### config.mk
export PLATFORM = sky130hd
export DESIGN_NAME = branch_redirect_ctrl_flat
export DESIGN_NICKNAME = d
export VERILOG_FILES = /design/src/rtl/branch_redirect_ctrl_if.sv /design/src/rtl/branch_redirect_ctrl.sv /design/src/flat_wrapper.sv
export SDC_FILE = /design/constraint.sdc
export NUM_CORES = 1
export LEC_CHECK = 0
export CAP_MARGIN = 10
export CORE_ASPECT_RATIO = 0.75
export CORE_UTILIZATION = 30
export DETAILED_ROUTE_END_ITERATION = 8
export MAX_ROUTING_LAYER = met4
export PLACE_DENSITY_LB_ADDON = 0.08
export SLEW_MARGIN = 0
export SYNTH_ARGS = -nofsm -noshare
export SYNTH_HDL_FRONTEND = slang
export SYNTH_SLANG_ARGS = --single-unit
### constraint.sdc
create_clock -name clk -period 2.25 [get_ports clk]
set_clock_uncertainty 0.05 [all_clocks]
set_input_delay 0.225 -clock clk [delete_from_list [all_inputs] [get_ports clk]]
set_output_delay 0.225 -clock clk [all_outputs]
set_load 0.03 [all_outputs]
### src/rtl/branch_redirect_ctrl_if.sv
// Branch-resolution inputs, fetch redirect handshake and lane control outputs
// for branch_redirect_ctrl. The controller uses the slave side.
interface branch_redirect_ctrl_if #(
  parameter int XLEN = 32
);
  logic            mode;
  logic            br_validA;
  logic            branch_takenA;
  logic [XLEN-1:0] targetA;
  logic            br_validB;
  logic            branch_takenB;
  logic [XLEN-1:0] targetB;
  logic            redirect_valid;
  logic            redirect_lane;
  logic [XLEN-1:0] redirect_pc;
  logic            redirect_ready;
  logic            flushA;
  logic            flushB;
  logic            stallA;
  logic            stallB;
  logic            busy;

  modport slave (
    input  mode, br_validA, branch_takenA, targetA,
           br_validB, branch_takenB, targetB, redirect_ready,
    output redirect_valid, redirect_lane, redirect_pc,
           flushA, flushB, stallA, stallB, busy
  );

  modport master (
    output mode, br_validA, branch_takenA, targetA,
           br_validB, branch_takenB, targetB, redirect_ready,
    input  redirect_valid, redirect_lane, redirect_pc,
           flushA, flushB, stallA, stallB, busy
  );
endinterface

### src/rtl/branch_redirect_ctrl.sv
// Converts taken-branch decisions from one or two lanes into PC redirect
// requests on a single shared fetch redirect port, flushing and stalling the
// offending lane until its redirect is accepted and the pipe has drained.
//
// state | meaning
// IDLE  | no redirect in flight; picks a pending lane (fair on ties)
// REQ   | redirect_valid held with the selected lane's target until ready
// DRAIN | post-accept bubble; selected lane stays stalled
//
// DRAIN_CYCLES must be at least 1.
module branch_redirect_ctrl #(
  parameter int XLEN         = 32,
  parameter int DRAIN_CYCLES = 2
) (
  input logic                 clk,
  input logic                 rst_n,
  branch_redirect_ctrl_if.slave bus
);
  localparam int CW = (DRAIN_CYCLES > 1) ? $clog2(DRAIN_CYCLES) : 1;

  typedef enum logic [1:0] {S_IDLE, S_REQ, S_DRAIN} state_t;

  state_t          r_state, w_state_nxt;
  logic            r_sel_lane, w_sel_lane_nxt;
  logic            r_last_served, w_last_served_nxt;
  logic [CW-1:0]   r_drain_cnt, w_drain_cnt_nxt;
  logic            r_pendA, r_pendB;
  logic [XLEN-1:0] r_pc_regA, r_pc_regB;
  logic            r_flushA, r_flushB;
  logic            w_stallA, w_stallB;
  logic            w_capA, w_capB;
  logic            w_accept;
  logic            w_active;

  assign w_active = (r_state != S_IDLE);
  assign w_stallA = r_pendA | (w_active & ~r_sel_lane);
  assign w_stallB = r_pendB | (w_active &  r_sel_lane);
  // Lane B is ignored entirely in unified mode.
  assign w_capA   = bus.br_validA & bus.branch_takenA & ~w_stallA;
  assign w_capB   = ~bus.mode & bus.br_validB & bus.branch_takenB & ~w_stallB;
  assign w_accept = (r_state == S_REQ) & bus.redirect_ready;

  // Pending flags, captured targets and one-cycle flush pulses.
  always_ff @(posedge clk or negedge rst_n) begin
    if (!rst_n) begin
      r_pendA   <= 1'b0;
      r_pendB   <= 1'b0;
      r_pc_regA <= '0;
      r_pc_regB <= '0;
      r_flushA  <= 1'b0;
      r_flushB  <= 1'b0;
    end else begin
      r_flushA <= w_capA;
      r_flushB <= w_capB;
      if (w_capA) begin
        r_pendA   <= 1'b1;
        r_pc_regA <= bus.targetA;
      end else if (w_accept && !r_sel_lane) begin
        r_pendA <= 1'b0;
      end
      if (bus.mode) begin
        r_pendB <= 1'b0;
      end else if (w_capB) begin
        r_pendB   <= 1'b1;
        r_pc_regB <= bus.targetB;
      end else if (w_accept && r_sel_lane) begin
        r_pendB <= 1'b0;
      end
    end
  end

  // FSM state register.
  always_ff @(posedge clk or negedge rst_n) begin
    if (!rst_n) begin
      r_state       <= S_IDLE;
      r_sel_lane    <= 1'b0;
      r_last_served <= 1'b1;
      r_drain_cnt   <= '0;
    end else begin
      r_state       <= w_state_nxt;
      r_sel_lane    <= w_sel_lane_nxt;
      r_last_served <= w_last_served_nxt;
      r_drain_cnt   <= w_drain_cnt_nxt;
    end
  end

  // FSM next-state: lane selection, handshake and drain countdown.
  always_comb begin
    w_state_nxt       = r_state;
    w_sel_lane_nxt    = r_sel_lane;
    w_last_served_nxt = r_last_served;
    w_drain_cnt_nxt   = r_drain_cnt;
    case (r_state)
      S_IDLE: begin
        if (r_pendA || r_pendB) begin
          w_state_nxt = S_REQ;
          if (r_pendA && r_pendB) w_sel_lane_nxt = ~r_last_served;
          else                    w_sel_lane_nxt = r_pendB;
        end
      end
      S_REQ: begin
        if (bus.redirect_ready) begin
          w_state_nxt       = S_DRAIN;
          w_last_served_nxt = r_sel_lane;
          w_drain_cnt_nxt   = CW'(DRAIN_CYCLES - 1);
        end
      end
      S_DRAIN: begin
        if (r_drain_cnt == '0) w_state_nxt = S_IDLE;
        else                   w_drain_cnt_nxt = r_drain_cnt - 1'b1;
      end
      default: w_state_nxt = S_IDLE;
    endcase
  end

  assign bus.redirect_valid = (r_state == S_REQ);
  assign bus.redirect_lane  = bus.redirect_valid & r_sel_lane;
  assign bus.redirect_pc    = !bus.redirect_valid ? '0 :
                              (r_sel_lane ? r_pc_regB : r_pc_regA);
  assign bus.flushA         = r_flushA;
  assign bus.flushB         = r_flushB;
  assign bus.stallA         = w_stallA;
  assign bus.stallB         = w_stallB;
  assign bus.busy           = r_pendA | r_pendB | w_active;
endmodule

### src/flat_wrapper.sv
// flat-port wrapper written by rule: the top's interface ports become plain ports
module branch_redirect_ctrl_flat 
#(
  parameter int XLEN         = 32,
  parameter int DRAIN_CYCLES = 2
)
  (clk, rst_n, bus_mode, bus_br_validA, bus_branch_takenA, bus_targetA, bus_br_validB, bus_branch_takenB, bus_targetB, bus_redirect_ready, bus_redirect_valid, bus_redirect_lane, bus_redirect_pc, bus_flushA, bus_flushB, bus_stallA, bus_stallB, bus_busy);
  branch_redirect_ctrl_if #(.XLEN(XLEN)) bus_i ();
  input logic clk;
  input logic rst_n;
  input wire logic [$bits(bus_i.mode)-1:0] bus_mode;
  input wire logic [$bits(bus_i.br_validA)-1:0] bus_br_validA;
  input wire logic [$bits(bus_i.branch_takenA)-1:0] bus_branch_takenA;
  input wire logic [$bits(bus_i.targetA)-1:0] bus_targetA;
  input wire logic [$bits(bus_i.br_validB)-1:0] bus_br_validB;
  input wire logic [$bits(bus_i.branch_takenB)-1:0] bus_branch_takenB;
  input wire logic [$bits(bus_i.targetB)-1:0] bus_targetB;
  input wire logic [$bits(bus_i.redirect_ready)-1:0] bus_redirect_ready;
  output wire logic [$bits(bus_i.redirect_valid)-1:0] bus_redirect_valid;
  output wire logic [$bits(bus_i.redirect_lane)-1:0] bus_redirect_lane;
  output wire logic [$bits(bus_i.redirect_pc)-1:0] bus_redirect_pc;
  output wire logic [$bits(bus_i.flushA)-1:0] bus_flushA;
  output wire logic [$bits(bus_i.flushB)-1:0] bus_flushB;
  output wire logic [$bits(bus_i.stallA)-1:0] bus_stallA;
  output wire logic [$bits(bus_i.stallB)-1:0] bus_stallB;
  output wire logic [$bits(bus_i.busy)-1:0] bus_busy;
  assign bus_i.mode = bus_mode;
  assign bus_i.br_validA = bus_br_validA;
  assign bus_i.branch_takenA = bus_branch_takenA;
  assign bus_i.targetA = bus_targetA;
  assign bus_i.br_validB = bus_br_validB;
  assign bus_i.branch_takenB = bus_branch_takenB;
  assign bus_i.targetB = bus_targetB;
  assign bus_i.redirect_ready = bus_redirect_ready;
  assign bus_redirect_valid = bus_i.redirect_valid;
  assign bus_redirect_lane = bus_i.redirect_lane;
  assign bus_redirect_pc = bus_i.redirect_pc;
  assign bus_flushA = bus_i.flushA;
  assign bus_flushB = bus_i.flushB;
  assign bus_stallA = bus_i.stallA;
  assign bus_stallB = bus_i.stallB;
  assign bus_busy = bus_i.busy;
  branch_redirect_ctrl #(.XLEN(XLEN), .DRAIN_CYCLES(DRAIN_CYCLES)) u_core (.clk(clk), .rst_n(rst_n), .bus(bus_i));
endmodule
After elaboration in Yosys (flattened, before gate mapping)
Cells that the tools add are included.
{"block": "op_classes", "bitwise_logic": 18, "mux": 15, "eq_ne": 5, "add_sub_neg": 1, "reduce_logical": 15}
{"cell": "$mux 32", "count": 2}
{"cell": "$and 1x1->1", "count": 9}
{"cell": "$mux 1", "count": 8}
{"cell": "$reduce_and 2->1", "count": 4}
{"cell": "$mux 2", "count": 3}
{"cell": "$pmux 2 s3", "count": 1}
{"cell": "$reduce_bool 2->1", "count": 3}
{"cell": "$not 1->1", "count": 5}
{"cell": "$ne 2x2->1 const B", "count": 2}
{"cell": "$or 1x1->1", "count": 4}
{"cell": "$logic_and 1x1->1", "count": 3}
{"cell": "$reduce_and 3->1", "count": 1}
{"cell": "$reduce_bool 3->1", "count": 1}
{"cell": "$eq 2x1->1 const B", "count": 1}
{"cell": "$eq 2x2->1 const B", "count": 1}
{"cell": "$logic_not 2->1", "count": 1}
{"cell": "$ne 2x1->1 const B", "count": 1}
{"cell": "$pmux 1 s2", "count": 1}
{"cell": "$logic_not 1->1", "count": 1}
{"cell": "$logic_or 1x1->1", "count": 1}
{"cell": "$sub 1x1->1 const B", "count": 1}
{"block": "totals", "ff_bits": 73, "out_inout_bits": 39, "inputBits": 72}

Logic depth before layout (Yosys ltp)
Gate-level depths: netlist (run 1).
{"block": "depth", "ltp_word": 7, "mapped_depth": 6, "ltp_nobuf": 3}

Worst setup path after synthesis (run 1)
No wires, ideal clock.
{"block": "synth_timing", "path_kind": "reg2out", "start": "register u_core.r_state[1]", "end": "output bus_redirect_pc[21]", "t_arrival_ns": 1.382, "path_slack_ns": 0.593, "stages_incl_launch_ff": 5, "cell_sequence": "dfrtp_1 -> nand2b_1 -> clkbuf_1 -> clkbuf_1 -> nor2_1"}
{"block": "synth_between", "elab_chain_cells": 2}
{"element": "from (decl)", "line": "branch_redirect_ctrl.sv:23", "source": "state_t r_state, w_state_nxt;"}
{"element": "from (signal assigned)", "line": "branch_redirect_ctrl.sv:80", "source": "r_state <= w_state_nxt;"}
{"element": "$eq 2x1->1", "line": "branch_redirect_ctrl.sv:116", "source": "assign bus.redirect_valid = (r_state == S_REQ);"}
{"element": "$mux 32", "line": "branch_redirect_ctrl.sv:118", "source": "assign bus.redirect_pc = !bus.redirect_valid ? '0 :"}
{"element": "to (decl)", "line": "flat_wrapper.sv:21", "source": "output wire logic [$bits(bus_i.redirect_pc)-1:0] bus_redirect_pc;"}
Every way passes these cells.

Worst setup path in the final report (run 1)
{"block": "layout_timing", "start": "register u_core.r_sel_lane", "end": "output bus_redirect_pc[14]"}
{"block": "layout_between", "elab_chain_cells": 2}
{"element": "from (decl)", "line": "branch_redirect_ctrl.sv:24", "source": "logic r_sel_lane, w_sel_lane_nxt;"}
{"element": "from (signal assigned)", "line": "branch_redirect_ctrl.sv:81", "source": "r_sel_lane <= w_sel_lane_nxt;"}
{"element": "$mux 32", "line": "branch_redirect_ctrl.sv:119", "source": "(r_sel_lane ? r_pc_regB : r_pc_regA);"}
{"element": "$mux 32", "line": "branch_redirect_ctrl.sv:118"}
Every way passes these cells.

==> impl_metrics.toml, run 1 <==
[run_status]
status = "finished clean"

[synth]
synth.net_count = 323
yosysSeqAreaShare_pct = 54.0
syn_inst = 251
synth.top_cells.by_count = "dfrtp_1 (72), mux2_1 (36), nor2_1 (35)"
ys.flop_type = "dfrtp_1"
synth.most_common_cell = "dfrtp_1"
syn-cell-area_mm2 = 0.00338
ys_types = 24
syn_avg_cell_area_um2 = 13.5
yosysTopAreaCell = "dfrtp_1"
netlist.area_leader.share_pct = 53.2
synth-edff-count = 0
ys_warn_count = 0
ys_ff_latch = 73
synth_area_leaders = "dfrtp_1 (53%), mux2_4 (12%), mux2_1 (12%)"
ys_async_sr_fraction_pct = 100

[timing]
finalSetupViolations = 0
drv_slew = 0
setup-tns-final_ns = 0
worstMarginPinSlew_ns = 0.608
rsz0062_at_grt = "false"
setup_ws_ns = 0.0717
relSlewSlack_pct = 59.5
max_freq_mhz = 459
period_share_pct = 96.8
min_period_ns = 2.18
finalHoldViolations = 0
whs_ns = 0.395

[power_and_ir_drop]
ir_drop_mv = 0.588
finalPower_mw = 6.96
p_per_area_mw_per_mm2 = 1400
p_leak_nw = 2.23

[routing]
viasPerCell = 4.44
ant_nets = 0
vias = 2277
routed.top_layer = "met4"
wl_met3_um = 477
met2WireLength_um = 3500
drt_first_pass_iters = 4
drt-met1-wl_um = 4070
detail_route.wl_per_cell_um = 15.9
wl_um = 8160
drc = 0
drt-initial-drc-count = 74

[global_routing]
grt_first_pass_wirelength_um = 13300
grt_overflow = 0
grt_max_degree = 47
antenna_found_initial = 0
grt_pass1_vias = 2523
grt_usage_pct = 15.6

[clocking]
cts_setup_buffers = 0
cts.clk_slew.worst_paths_ns = 0.05
root_buffer = "clkbuf_16"
cts-buffers-inserted = 9
clockBufferDepth = 2
clkLatencyLatePin_ns = 0.33
tritoncts = "built"
cts_num_sinks = 73
cts_max_level = 3

[finish]
area_growth_pct = 46.4
final_cell_count_no_fill = 513
design_area_mm2 = 0.00495
layout-drive-gt1-share_pct = 24.1
post-route-util_pct = 45.3
nFillCells = 1010
num-nets-final = 441
num_antenna_cells = 0

[critical_path]
worst_path_max_delay_cell = "clkdlybuf4s50_1"
worst_ep_arrival_time_ns = 1.90
crit_path_cell_trace = "mux2i_1 -> nor2_1 -> clkdlybuf4s50_1"
crit_start = "u_core.r_sel_lane"
path_class = "reg -> out"
cp-end-kind = "output pin"
timing.rr.start = "u_core.r_state[0]"
cp_slowest_stage_delay_ns = 0.68
worstPathRequired_ns = 1.98
path_max_fanout = 16
start_kind = "register"

[die]
io_pins = 111
die_h_um = 94.0
die_w_um = 125
start_util_pct = 30.9
core_area_mm2 = 0.0109
fp-row-count = 33
dieArea_mm2 = 0.0117

[placement]
post-place-ws_ns = 0.362
gp_congestion = 0.675
dpl.hpwl_um = 5600
dp_cells = 497
portBuffers = 110
placedInstanceArea_mm2 = 0.00462

[job]
max_cap_violations = 0

[hold_path]
hp-class = "in -> async"
## cells in the final DEF (no fill, tap or decap), types with 2 or more instances in the layout
| master | netlist | routed |
|---|---|---|
| a21oi_1 | 4 | 4 |
| buf_12 | 0 | 2 |
| buf_4 | 0 | 35 |
| clkbuf_16 | 0 | 9 |
| clkbuf_8 | 0 | 4 |
| clkdlybuf4s50_1 | 0 | 80 |
| dfrtp_1 | 72 | 71 |
| dlymetal6s2s_1 | 0 | 4 |
| inv_2 | 3 | 3 |
| mux2_1 | 36 | 36 |
| mux2_4 | 28 | 28 |
| mux2i_1 | 32 | 32 |
| nand2_1 | 4 | 4 |
| nand2b_1 | 5 | 4 |
| nand3b_1 | 2 | 2 |
| nor2_1 | 35 | 35 |
| nor3_1 | 2 | 2 |
| o21ai_1 | 3 | 3 |
## layout make-up
cell class	instances	area [µm²]	area share [%]
Sequential cell	73	1830	37.0
Clock buffer	13	280	5.66
Inverter	4	15.0	0.303
Multi-Input combinational cell	158	1450	29.2
Timing Repair Buffer	123	1170	23.7
Clock inverter	2	35.0	0.707
Tap cell	140	175	3.54
## per-layer routing
metal / GRT usage, % / vias up
li1: - / 1101
met2: 22.7 / 70
met4: 5.42 / 0
met1: 20.4 / 1098
met3: 5.07 / 8
met5: - / -
## power by group
group	leakage [nW]	switching [mW]	internal [mW]	total, mW
sequential	0.869	0.392	1.95	2.34
clock	0.158	0.524	0.971	1.50
combinational	1.20	1.57	1.55	3.12
total	2.23	2.49	4.47	6.96
## logic make-up after synthesis
group	count (synthesis)	synth area share, %
multiplexers	96	33.9
AND/OR/NAND/NOR	50	6.54
AO/OA/AOI/OAI	12	2.18
buffers and inverters	20	3.40
flip-flops	73	54.0
## what timing repair did
action	4_1_cts	5_1_grt
endpoints found under the setup margin	3	4
hold buffers	1	0
pin swaps	0	0
resized for setup	2	4
endpoints found under the hold margin	43	0
## critical path, delay by kind of cell, from the launching register on
family        cells  cell delay [ns]
buf+inv           1             0.68
flops             1             0.60
mux               1             0.16
simple gates      1             0.12
## flip-flops by register name, summed over array words and instances (netlist names)
register / cells
u_core.r_pc_regA: 32
u_core.r_last_served: 1
u_core.bus.flushA: 1
u_core.bus.flushB: 1
u_core.r_pc_regB: 32
u_core.r_pendA: 1
u_core.r_pendB: 1
u_core.r_state: 2
u_core.r_sel_lane: 1
u_core.r_drain_cnt: 1
## final timing paths
kind / end / slack [ns] / cells after the start
min in group clk: u_core.r_last_served / 0.43 / 2
max in group asynchronous: u_core.r_pc_regA[0] / 1.06 / 3
worst max-delay path: bus_redirect_pc[14] / 0.07 / 3
worst min-delay path: u_core.r_pc_regB[2] / 0.39 / 2
worst min register to register: u_core.r_last_served / 0.43 / 2
worst max register to register: u_core.r_pc_regA[4] / 0.42 / 5
(Power assumes the default switching activity.)
==> inputs of run 2 (changes only) <==
==> constraint.sdc (replaced) <==
create_clock -name clk -period 1.8 [get_ports clk]
set_clock_uncertainty 0.05 [all_clocks]
set_input_delay 0.18 -clock clk [delete_from_list [all_inputs] [get_ports clk]]
set_output_delay 0.18 -clock clk [all_outputs]
set_load 0.03 [all_outputs]
==> impl_metrics.toml, run 2 (same netlist as run 1, synthesis figures left out) <==
[run_status]
status = "finished clean"

[power_and_ir_drop]
intPower_mw = 5.76
p_leak_nw = 2.25
ir_drop_mv = 0.777
p_sw_share_pct = 35.6
pwr-share-seq_pct = 32.3
power_frac_clock_pct = 21.6
p_per_area_mw_per_mm2 = 1760
switchingPower_mw = 3.18
comb_power_share_pct = 46.1

[critical_path]
crit_start = "u_core.r_state[0]"
worstPathRequired_ns = 1.57
cp-end-kind = "output pin"
start_kind = "register"
cp_slowest_stage_delay_ns = 0.39
cp_top_family = "buffers and inverters"
path_class = "reg -> out"
timing.rr.start = "u_core.r_state[0]"
worst_path_max_delay_cell = "dfrtp_1"
crit_path_cell_trace = "buf_4 -> nor2_2 -> nand2_1 -> dlygate4sd2_1"
worst_ep_arrival_time_ns = 1.49
path_max_fanout = 5
path_buf_inv = 2

[timing]
min_period_ns = 1.72
setup_ws_ns = 0.0772
max_freq_mhz = 580
setup-tns-final_ns = 0
relSlewSlack_pct = 75.1
finalSetupViolations = 0
drv_slew = 0
worstMarginPinSlew_ns = 0.375
period_share_pct = 95.7
finalHoldViolations = 0

[die]
dieArea_mm2 = 0.0117
start_util_pct = 30.9
die_h_um = 94.0
fp-row-count = 33
io_pins = 111
core_area_mm2 = 0.0109
die_w_um = 125

[finish]
final_cell_mix = "clkdlybuf4s50_1 (72), dfrtp_1 (70), buf_4 (43)"
num_antenna_cells = 0
final_common_cell = "clkdlybuf4s50_1"
reg.largest.list = "u_core.r_pc_regA (32), u_core.r_pc_regB (32), u_core.r_state (2)"
area_growth_pct = 49.9
num-nets-final = 446
layout-drive-gt1-share_pct = 29.8

[global_routing]
grt_overflow = 0
grt_max_degree = 35
grt_first_pass_wirelength_um = 13200
grt_pass1_vias = 2447
antenna_found_initial = 0
grt_usage_pct = 15.3

[clocking]
clkLatencyLatePin_ns = 0.33
cts-buffers-inserted = 9
root_buffer = "clkbuf_16"
tritoncts = "built"
cts_num_sinks = 73
clockBufferDepth = 2
cts_max_level = 3
cts.clk_slew.worst_paths_ns = 0.06

[placement]
gp_congestion = 0.701
post-place-ws_ns = 0.123
portBuffers = 110
dpl.hpwl_um = 5820

[routing]
drc = 0
ant_nets = 0
detail_route.wl_per_cell_um = 15.7
viasPerCell = 4.42
drt-initial-drc-count = 76
vias = 2292
drt_first_pass_iters = 4
wl_um = 8150

[hold_path]
hp-class = "in -> async"

[job]
max_cap_violations = 0
run 2: cell count changes in the layout (fill, tap and decap cells not counted), moves of 2 or more:
cell / delta
buf_12: +8
dfrtp_2: +2
nor2_1: -5
clkdlybuf4s50_1: -8
dlymetal6s2s_1: -4
nor2_2: +5
clkbuf_8: -3
buf_4: +8
run 2: cell type report:
cell class              count  area, µm²
clock inverters             5       78.8
well taps                 140        175
inverters                   4       15.0
repair buffers            128       1270
flip-flops and latches     73       1830
clock buffers              11        243
fillers                  1005       5870
multi-input cells         158       1460
run 2: path summary, 6_finish.rpt:
check                                            end  slack (ns)  cells after the start
worst max-delay path                        bus_busy        0.08                      4
worst min-delay path             u_core.r_pc_regA[3]        0.25                      2
worst max register to register  u_core.r_pc_regA[31]        0.09                      5
worst min register to register  u_core.r_last_served        0.42                      2
max in group asynchronous       u_core.r_last_served        0.89                      3
min in group clk                      u_core.r_pendB        0.38                      2
run 2: repair_timing:
action,4_1_cts,5_1_grt
hold buffers,1,0
endpoints found under the setup margin,31,31
resized for setup,6,8
pin swaps,0,0
buffers inserted,0,4
hold endpoints to repair,23,0
run 2: power groups by stage:
stage               sequential (mW)  clock (mW)  combinational [mW]
finish                         2.89        1.94                4.12
global route                   2.99        2.08                4.45
floorplan                      2.77           0                2.73
detailed placement             2.92           0                4.03
global placement               2.91           0                4.00
CTS                            2.91        2.00                4.06
run 2: through the flow:
stage	area (µm²)	utilization, %	hold slack [ns]	cells	total power, mW
2_1_floorplan	3380	-	-0.166	251	5.50
3_3_place_gp	4670	42.7	0.0670	498	6.92
3_5_place_dp	4670	42.7	0.0615	498	6.95
4_1_cts	5020	45.8	0.242	515	8.97
5_1_grt	5070	46.4	0.274	519	9.51
6_report	5070	46.4	0.245	519	8.95
run 2: per-layer routing:
layer / global-route usage (%) / vias to the layer above / routed length [µm]
li1: - / 1110 / -
met1: 20.6 / 1103 / 4030
met2: 20.9 / 72 / 3390
met3: 6.89 / 7 / 648
met4: 3.61 / 0 / 74
met5: - / - / 0
==> inputs of run 3 (changes only) <==
--- a/config.mk
+++ b/config.mk
@@ -5,11 +5,11 @@
 export SDC_FILE = /design/constraint.sdc
 export NUM_CORES = 1
 export LEC_CHECK = 0
+export ABC_CLOCK_PERIOD_IN_PS = 1800
 export CAP_MARGIN = 10
 export CORE_ASPECT_RATIO = 0.75
 export CORE_UTILIZATION = 30
 export DETAILED_ROUTE_END_ITERATION = 8
-export MAX_ROUTING_LAYER = met4
 export PLACE_DENSITY_LB_ADDON = 0.08
 export SLEW_MARGIN = 0
 export SYNTH_ARGS = -nofsm -noshare
==> impl_metrics.toml, run 3 (same netlist as run 1, synthesis figures left out) <==
[run_status]
status = "finished clean"

[power_and_ir_drop]
finalPower_mw = 8.95
p_leak_nw = 2.25
p_per_area_mw_per_mm2 = 1760
ir_drop_mv = 0.777

[routing]
drt_first_pass_iters = 2
wl_um = 8140
ant_nets = 0
drt-initial-drc-count = 75
drc = 0
detail_route.wl_per_cell_um = 15.7
vias = 2282
viasPerCell = 4.40

[clocking]
clkLatencyLatePin_ns = 0.33
root_buffer = "clkbuf_16"
cts-buffers-inserted = 9
cts_max_level = 3
cts_num_sinks = 73
tritoncts = "built"
cts.clk_slew.worst_paths_ns = 0.06
clockBufferDepth = 2

[finish]
num_antenna_cells = 0
nFillCells = 1005
area_growth_pct = 49.9
final_common_cell = "clkdlybuf4s50_1"
layout-drive-gt1-share_pct = 29.8
regArea_mm2 = 0.00183
multiInputGateArea_mm2 = 0.00146
num-nets-final = 446
post-route-util_pct = 46.4
final_cell_mix = "clkdlybuf4s50_1 (72), dfrtp_1 (70), buf_4 (43)"
reg.largest.list = "u_core.r_pc_regA (32), u_core.r_pc_regB (32), u_core.r_state (2)"

[global_routing]
grt_usage_pct = 14.9
grt_max_degree = 35
antenna_found_initial = 0
grt_first_pass_wirelength_um = 13200
grt_overflow = 0
grt_pass1_vias = 2448

[die]
die_h_um = 94.0
io_pins = 111
die_w_um = 125
fp-row-count = 33
start_util_pct = 30.9
core_area_mm2 = 0.0109
dieArea_mm2 = 0.0117

[timing]
relSlewSlack_pct = 75.1
max_freq_mhz = 580
finalHoldViolations = 0
finalSetupViolations = 0
drv_slew = 0
min_period_ns = 1.72
worstMarginPinSlew_ns = 0.375
whs_ns = 0.244
period_share_pct = 95.7

[critical_path]
worst_ep_arrival_time_ns = 1.49
cp-end-kind = "output pin"
path_max_fanout = 5
reg2reg_depth = 5
cp_slowest_stage_delay_ns = 0.39
worst_path_max_delay_cell = "dfrtp_1"
start_kind = "register"
worstPathRequired_ns = 1.57
crit_path_cell_trace = "buf_4 -> nor2_2 -> nand2_1 -> dlygate4sd2_1"
path_class = "reg -> out"

[hold_path]
hp-class = "in -> async"

[placement]
dpl.hpwl_um = 5820
gp_congestion = 0.693
portBuffers = 110

[job]
max_cap_violations = 0
[run 3: cell counts in the layout (fill, tap and decap cells not counted)]
Identical to the previous run, type by type.
[run 3: per-layer routing]
layer  routed length (µm)  vias to the layer above  GRT usage [%]  part of all wire, %
met5                    0                        -              0                    0
met2                 3400                       70           20.9                   42
met4                   74                        0           3.61                 0.91
met3                  634                        8           7.06                  7.8
met1                 4030                     1094           20.5                   50
li1                     -                     1110              -                    -
[run 3: final cells by class]
type / instances / area share [%]
Clock buffer: 11 / 4.78
Tap cell: 140 / 3.45
Multi-Input combinational cell: 158 / 28.7
Sequential cell: 73 / 36.1
Clock inverter: 5 / 1.55
Timing Repair Buffer: 128 / 25.1
Inverter: 4 / 0.296
[run 3: power by group]
group / internal, mW / leakage, nW / switching (mW)
Combinational: 2.08 / 1.22 / 2.05
Sequential: 2.44 / 0.868 / 0.450
Clock: 1.25 / 0.159 / 0.687
Total: 5.76 / 2.25 / 3.18
[run 3: critical path: cells and delay by family (launching register included)]
family        cells  cell delay [ns]
buf+inv           2             0.53
flops             1             0.39
simple gates      2             0.24
[run 3: final timing paths]
check                                     startpoint                   end  slack (ns)
worst min register to register  u_core.r_last_served  u_core.r_last_served        0.42
min in group clk                            bus_mode        u_core.r_pendB        0.38
worst max register to register     u_core.r_state[0]  u_core.r_pc_regA[31]        0.09
max in group asynchronous                      rst_n  u_core.r_last_served        0.89
worst min-delay path                           rst_n   u_core.r_pc_regA[3]        0.24
worst max-delay path               u_core.r_state[0]              bus_busy        0.08
[run 3: stage by stage]
| step | worst slack (ns) | TNS [ns] | instances | instance area [µm²] |
|---|---|---|---|---|
| after floorplan | 0.188 | 0 | 251 | 3380 |
| after global placement | 0.151 | 0 | 498 | 4670 |
| after detailed placement | 0.123 | 0 | 498 | 4670 |
| after CTS | -0.00380 | -0.00380 | 515 | 5020 |
| after global routing | -0.00283 | -0.00382 | 519 | 5070 |
| final | 0.0767 | 0 | 519 | 5070 |
[run 3: what timing repair did]
action,CTS,global route
resized for setup,6,8
endpoints found under the hold margin,23,0
setup endpoints to repair,31,31
hold buffers,1,0
setup buffers,0,4
==> variant 1: new RTL, settings of run 2 <==
Re-encode `state_t` (3 states) as one-hot, 3 bits wide.
--- a/src/rtl/branch_redirect_ctrl.sv
+++ b/src/rtl/branch_redirect_ctrl.sv
@@ -19,5 +19,5 @@
   localparam int CW = (DRAIN_CYCLES > 1) ? $clog2(DRAIN_CYCLES) : 1;
 
-  typedef enum logic [1:0] {S_IDLE, S_REQ, S_DRAIN} state_t;
+  typedef enum logic [2:0] {S_IDLE = 3'b001, S_REQ = 3'b010, S_DRAIN = 3'b100} state_t;
 
   state_t          r_state, w_state_nxt;
Function: same outputs for any inputs over 10 cycles, from zero or initial values and one cycle with rst_n low; not proved beyond that.
==> variant 1 against run 2 <==
The flow now finishes with violations (setup timing); cell count increased by 6.7%; hold slack better by 45 ps; core utilization grew 9.1 points; cell area increased by 16%; sequential power is essentially flat; critical endpoint is now u_core.r_pc_regB[21]; synthesized cell count is 2.4% higher; critical path depth rose by 1; via count up 11%; synthesized area fell by 1.1%; sequential cell count rose by 1; total power is 2.1% higher; largest power group unchanged; sequential share of layout area down 4.4 points; routed wire length is 17% higher; setup slack worse by 390 ps.
==> variant 1: results (changes against run 2) <==
----------------------------------------------------
[Outcome]
  Run status ... finished with violations
  Violated checks ... setup timing

[STA]
  Post-Route Hold Slack ... 290 ps (+45.2 ps)
  Final worst setup slack ... -317 ps (-394 ps)
  Number of setup violations in the final report ... 103 (+103)

[Synthesis]
  Commonest cells in the netlist ... sky130_fd_sc_hd__dfrtp_1 (72), sky130_fd_sc_hd__mux2_2 (62), sky130_fd_sc_hd__nor2_1 (37), sky130_fd_sc_hd__mux2i_1 (32), sky130_fd_sc_hd__nand2_1 (8)
  Cell types with the largest area share after synthesis ... sky130_fd_sc_hd__dfrtp_1 (54%), sky130_fd_sc_hd__mux2_2 (21%), sky130_fd_sc_hd__mux2i_1 (9.6%)
  Net Count, Synth ... 329 (+1.9%)
  Gate count of the mapped netlist ... 257 (+2.4%)
  Post-synthesis sequential area ratio ... 55.4% (+1.4 points)
  Number of library cell types mapped by synthesis ... 26 (+8.3%)

[Drt]
  Routed wire length on met2 ... 4440 µm (+31%)
  Met3 wirelength from detailed routing ... 502 µm (-23%)
  Via count ... 2548 (+11%)
  Post-Route WL ... 9580 µm (+17%)
  Starting DRT DRC Count ... 78 (+2.6%)

[Cells and area]
  Biggest regs ... u_core.r_pc_regA x32, u_core.r_pc_regB x32, u_core.r_state x3
  Proportion of layout cells with a drive suffix above 1 ... 50.7% (+21 points)
  Filler Cells Inserted ... 933 (-7.2%)
  Layout overhead on the synthesized area ... 75.3%

[Placement]
  Placed insts ... 510 (+2.4%)
  Cell area after placement ... 4750 µm² (+1.6%)
  RD Place Congestion ... 0.687 (-2.0%)
  Dpl ws ... -292 ps (-416 ps)
  DP Wirelength ... 5980 µm (+2.9%)

[Critical path]
  Worst EP arrival ... 2280 ps (+790 ps)
  Capturing point of the worst reg2reg path ... u_core.r_pc_regB[21]
  Worst Setup End Kind ... flip-flop
  Worst-path cell with the longest stage delay ... sky130_fd_sc_hd__dfstp_2
  FF-to-FF Start ... u_core.r_state[0]
  Crit-path max FO ... 13 (+8)

[GRT]
  Global-route total usage across every layer ... 16.8% (+1.4 points)
  Maximum number of pins on one net before global-route repair ... 33 (-5.7%)
  Met3 Use GR ... 4.70% (-2.2 points)
  Via count of the first global-routing pass ... 2640 (+7.9%)
  First-pass GRT wire length ... 13900 µm (+5.6%)
  Met1 usage in global routing ... 22.2% (+1.6 points)

[Power and ir drop]
  Clock network fraction of total power ... 19.7% (-1.9 points)
  Switching power total ... 3.17 mW (-0.34%)
  Static leakage ... 2.49 nW (+11%)
  Peak supply drop ... 0.653 mV (-16%)

----------------------------------------------------
-- variant 1: changes by cell type after synthesis, moves of 3 or more --
cell,change
sky130_fd_sc_hd__mux2_2,+62
sky130_fd_sc_hd__mux2_1,-34
sky130_fd_sc_hd__mux2_4,-28
sky130_fd_sc_hd__inv_1,+6
sky130_fd_sc_hd__nand2b_1,-5
sky130_fd_sc_hd__nand2_1,+4
sky130_fd_sc_hd__buf_2,-3
sky130_fd_sc_hd__inv_2,-3
sky130_fd_sc_hd__nand3_1,+3
sky130_fd_sc_hd__o21ai_0,+3
sky130_fd_sc_hd__o21ai_1,-3
-- variant 1: worst max-delay path, delay by kind of cell (launching register included) --
kind / cells / cell delay [ps]
and+or+nand+nor: 1 / 410
buffers and inverters: 2 / 340
muxes: 1 / 340
AOI/OAI and AO/OA: 1 / 320
DFF: 1 / 540
-- variant 1: final cells by class --
| type | instances | area, µm² | area share (%) |
|---|---|---|---|
| inverters | 7 | 33.8 | 0.576 |
| flip-flops and latches | 74 | 1860 | 31.6 |
| multi-input cells | 163 | 1750 | 29.8 |
| well taps | 136 | 170 | 2.90 |
| repair buffers | 158 | 1760 | 30.0 |
| clock buffers | 14 | 264 | 4.50 |
| clock inverters | 2 | 35.0 | 0.597 |
-- variant 1: cells by family (layout without fill, tap and decap cells) --
kind of cell           count (synthesis)  after routing  share of synthesized area (%)
muxes                                 96             96                           31.1
DFF                                   74             74                           55.4
and+or+nand+nor                       52             52                           6.51
buffers and inverters                 20            181                           3.10
AOI/OAI and AO/OA                     15             15                           3.85
-- variant 1: timing repair --
item	CTS	global route
cloned	2	5
hold buffers	1	0
setup endpoints to repair	100	102
pin swaps	6	30
setup buffers	8	13
endpoints found under the hold margin	26	0
resized for setup	52	87
==> variant 2: new RTL, config.mk and constraints of run 2 <==
Without the edit above. `DRAIN_CYCLES` is set to 2 in 2 places; all go to 4.
--- a/src/rtl/branch_redirect_ctrl.sv
+++ b/src/rtl/branch_redirect_ctrl.sv
@@ -11,5 +11,5 @@
 module branch_redirect_ctrl #(
   parameter int XLEN         = 32,
-  parameter int DRAIN_CYCLES = 2
+  parameter int DRAIN_CYCLES = 4
 ) (
   input logic                 clk,
--- a/src/flat_wrapper.sv
+++ b/src/flat_wrapper.sv
@@ -3,5 +3,5 @@
 #(
   parameter int XLEN         = 32,
-  parameter int DRAIN_CYCLES = 2
+  parameter int DRAIN_CYCLES = 4
 )
   (clk, rst_n, bus_mode, bus_br_validA, bus_branch_takenA, bus_targetA, bus_br_validB, bus_branch_takenB, bus_targetB, bus_redirect_ready, bus_redirect_valid, bus_redirect_lane, bus_redirect_pc, bus_flushA, bus_flushB, bus_stallA, bus_stallB, bus_busy);
Function: changed (a bounded check fails within 10 cycles, from zero or initial values and one cycle with rst_n low).
==> variant 2 against run 2 <==
Total power is 2.8% lower; hold slack better by 70 ps; combinational power down 2%; count of clock-buffer cells in the layout unchanged; routed wire length increased by 1.7%; sequential cell count rose by 1; cell area is 0.62% higher; cell count increased by 1.5%; synthesized area fell by 1.0%; setup slack worse by 65 ps; critical endpoint is now u_core.r_pc_regA[0]; largest power group unchanged.
==> variant 2: results (changes against run 2) <==
----------------------------------------------------
[Outcome]
  Run status ... finished, final reports clean

[Placement]
  DP Wirelength ... 5650 µm (-2.8%)
  Cell area after placement ... 4700 µm² (+0.59%)
  RD Place Congestion ... 0.695 (-0.74%)
  Placed insts ... 508 (+2.0%)
  Dpl ws ... -50.1 ps (-173 ps)

[Drt]
  Met3 wirelength from detailed routing ... 444 µm (-31%)
  Detailed-route wire length per cell ... 15.7 µm (+0.17%)
  Wire length on met1 ... 4040 µm (about the same)
  Routed wire length on met2 ... 3720 µm (+9.6%)

[Power and ir drop]
  Peak supply drop ... 0.789 mV (+1.5%)
  Static leakage ... 2.21 nW (-1.7%)

[Synthesis]
  Number of library cell types mapped by synthesis ... 27 (+13%)
  Post-synthesis sequential area ratio ... 55.3% (+1.3 points)
  Net Count, Synth ... 329 (+1.9%)
  Commonest cells in the netlist ... sky130_fd_sc_hd__dfrtp_1 (73), sky130_fd_sc_hd__mux2_2 (63), sky130_fd_sc_hd__nor2_1 (38), sky130_fd_sc_hd__mux2i_1 (34), sky130_fd_sc_hd__buf_2 (6)
  Cell types with the largest area share after synthesis ... sky130_fd_sc_hd__dfrtp_1 (55%), sky130_fd_sc_hd__mux2_2 (21%), sky130_fd_sc_hd__mux2i_1 (10%)

[Cells and area]
  Biggest regs ... u_core.r_pc_regA x32, u_core.r_pc_regB x32
  Filler Cells Inserted ... 1065 (+6.0%)
  Final Cell Area ... 5100 µm² (+0.62%)

[STA]
  Slew Limit Headroom ... 66.8% (-8.3 points)
  Final worst setup slack ... 11.7 ps (-65.5 ps)
  Post-Route Hold Slack ... 316 ps (+70.5 ps)

[GRT]
  Via count of the first global-routing pass ... 2487 (+1.6%)
  Maximum number of pins on one net before global-route repair ... 37 (+5.7%)
  First-pass GRT wire length ... 13000 µm (-1.5%)

[Critical path]
  Worst Setup End Kind ... flip-flop
  Cell type group with the largest total delay on the critical path ... flip-flops
  Slowest Stage Delay on Critical Path ... 440 ps (+50 ps)
  Worst-path cell with the longest stage delay ... sky130_fd_sc_hd__dfrtp_2

----------------------------------------------------
==> variant 2: cell count changes after synthesis, sizes merged, moves of 2 or more <==
cell	delta
a21oi	-3
a21o	+3
mux2i	+2
nor2	+2
==> variant 2: routing by layer <==
metal	vias up	global-route usage, %
li1	1134	-
met2	71	23.3
met5	-	-
met3	9	4.15
met4	0	4.46
met1	1177	20.8
==> variant 2: how the worst min path moves through the flow <==
| stage | to | cells after the start |
|---|---|---|
| global route | u_core.r_pc_regB[24] | 2 |
| CTS | u_core.r_pc_regB[24] | 2 |
| global placement | u_core.r_pc_regA[24] | 1 |
| detailed placement | u_core.r_pc_regB[24] | 1 |
| floorplan | u_core.bus.flushA | 0 |
| finish | u_core.r_pc_regA[24] | 2 |
==> variant 2: power breakdown <==
part | internal [mW] | switching [mW]
combinational | 2.00 | 2.02
sequential | 2.46 | 0.438
clock | 1.11 | 0.667
total | 5.57 | 3.12
==> variant 2: logic make-up after synthesis <==
kind of cell    after synthesis  synth area share (%)
compound gates               13                  3.03
flops                        74                  55.3
fa+ha+maj                     1                 0.373
buf+inv                      20                  3.25
simple gates                 50                  6.35
mux                          98                  31.7
==> variant 2: cell type report <==
| type | instances | share of cell area, % |
|---|---|---|
| clock buffer | 11 | 4.75 |
| sequential | 74 | 36.3 |
| timing repair buffer | 130 | 26.0 |
| tap | 140 | 3.43 |
| clock inverter | 5 | 1.05 |
| multi-input combinational | 162 | 28.0 |
| inverter | 5 | 0.368 |
==> variant 2: timing repair <==
item	in CTS	in global routing
setup endpoints to repair	29	57
resized for setup	47	13
gates cloned	0	1
pin swaps	1	1
buffers inserted	0	1
hold endpoints to repair	33	0
hold buffers	1	0
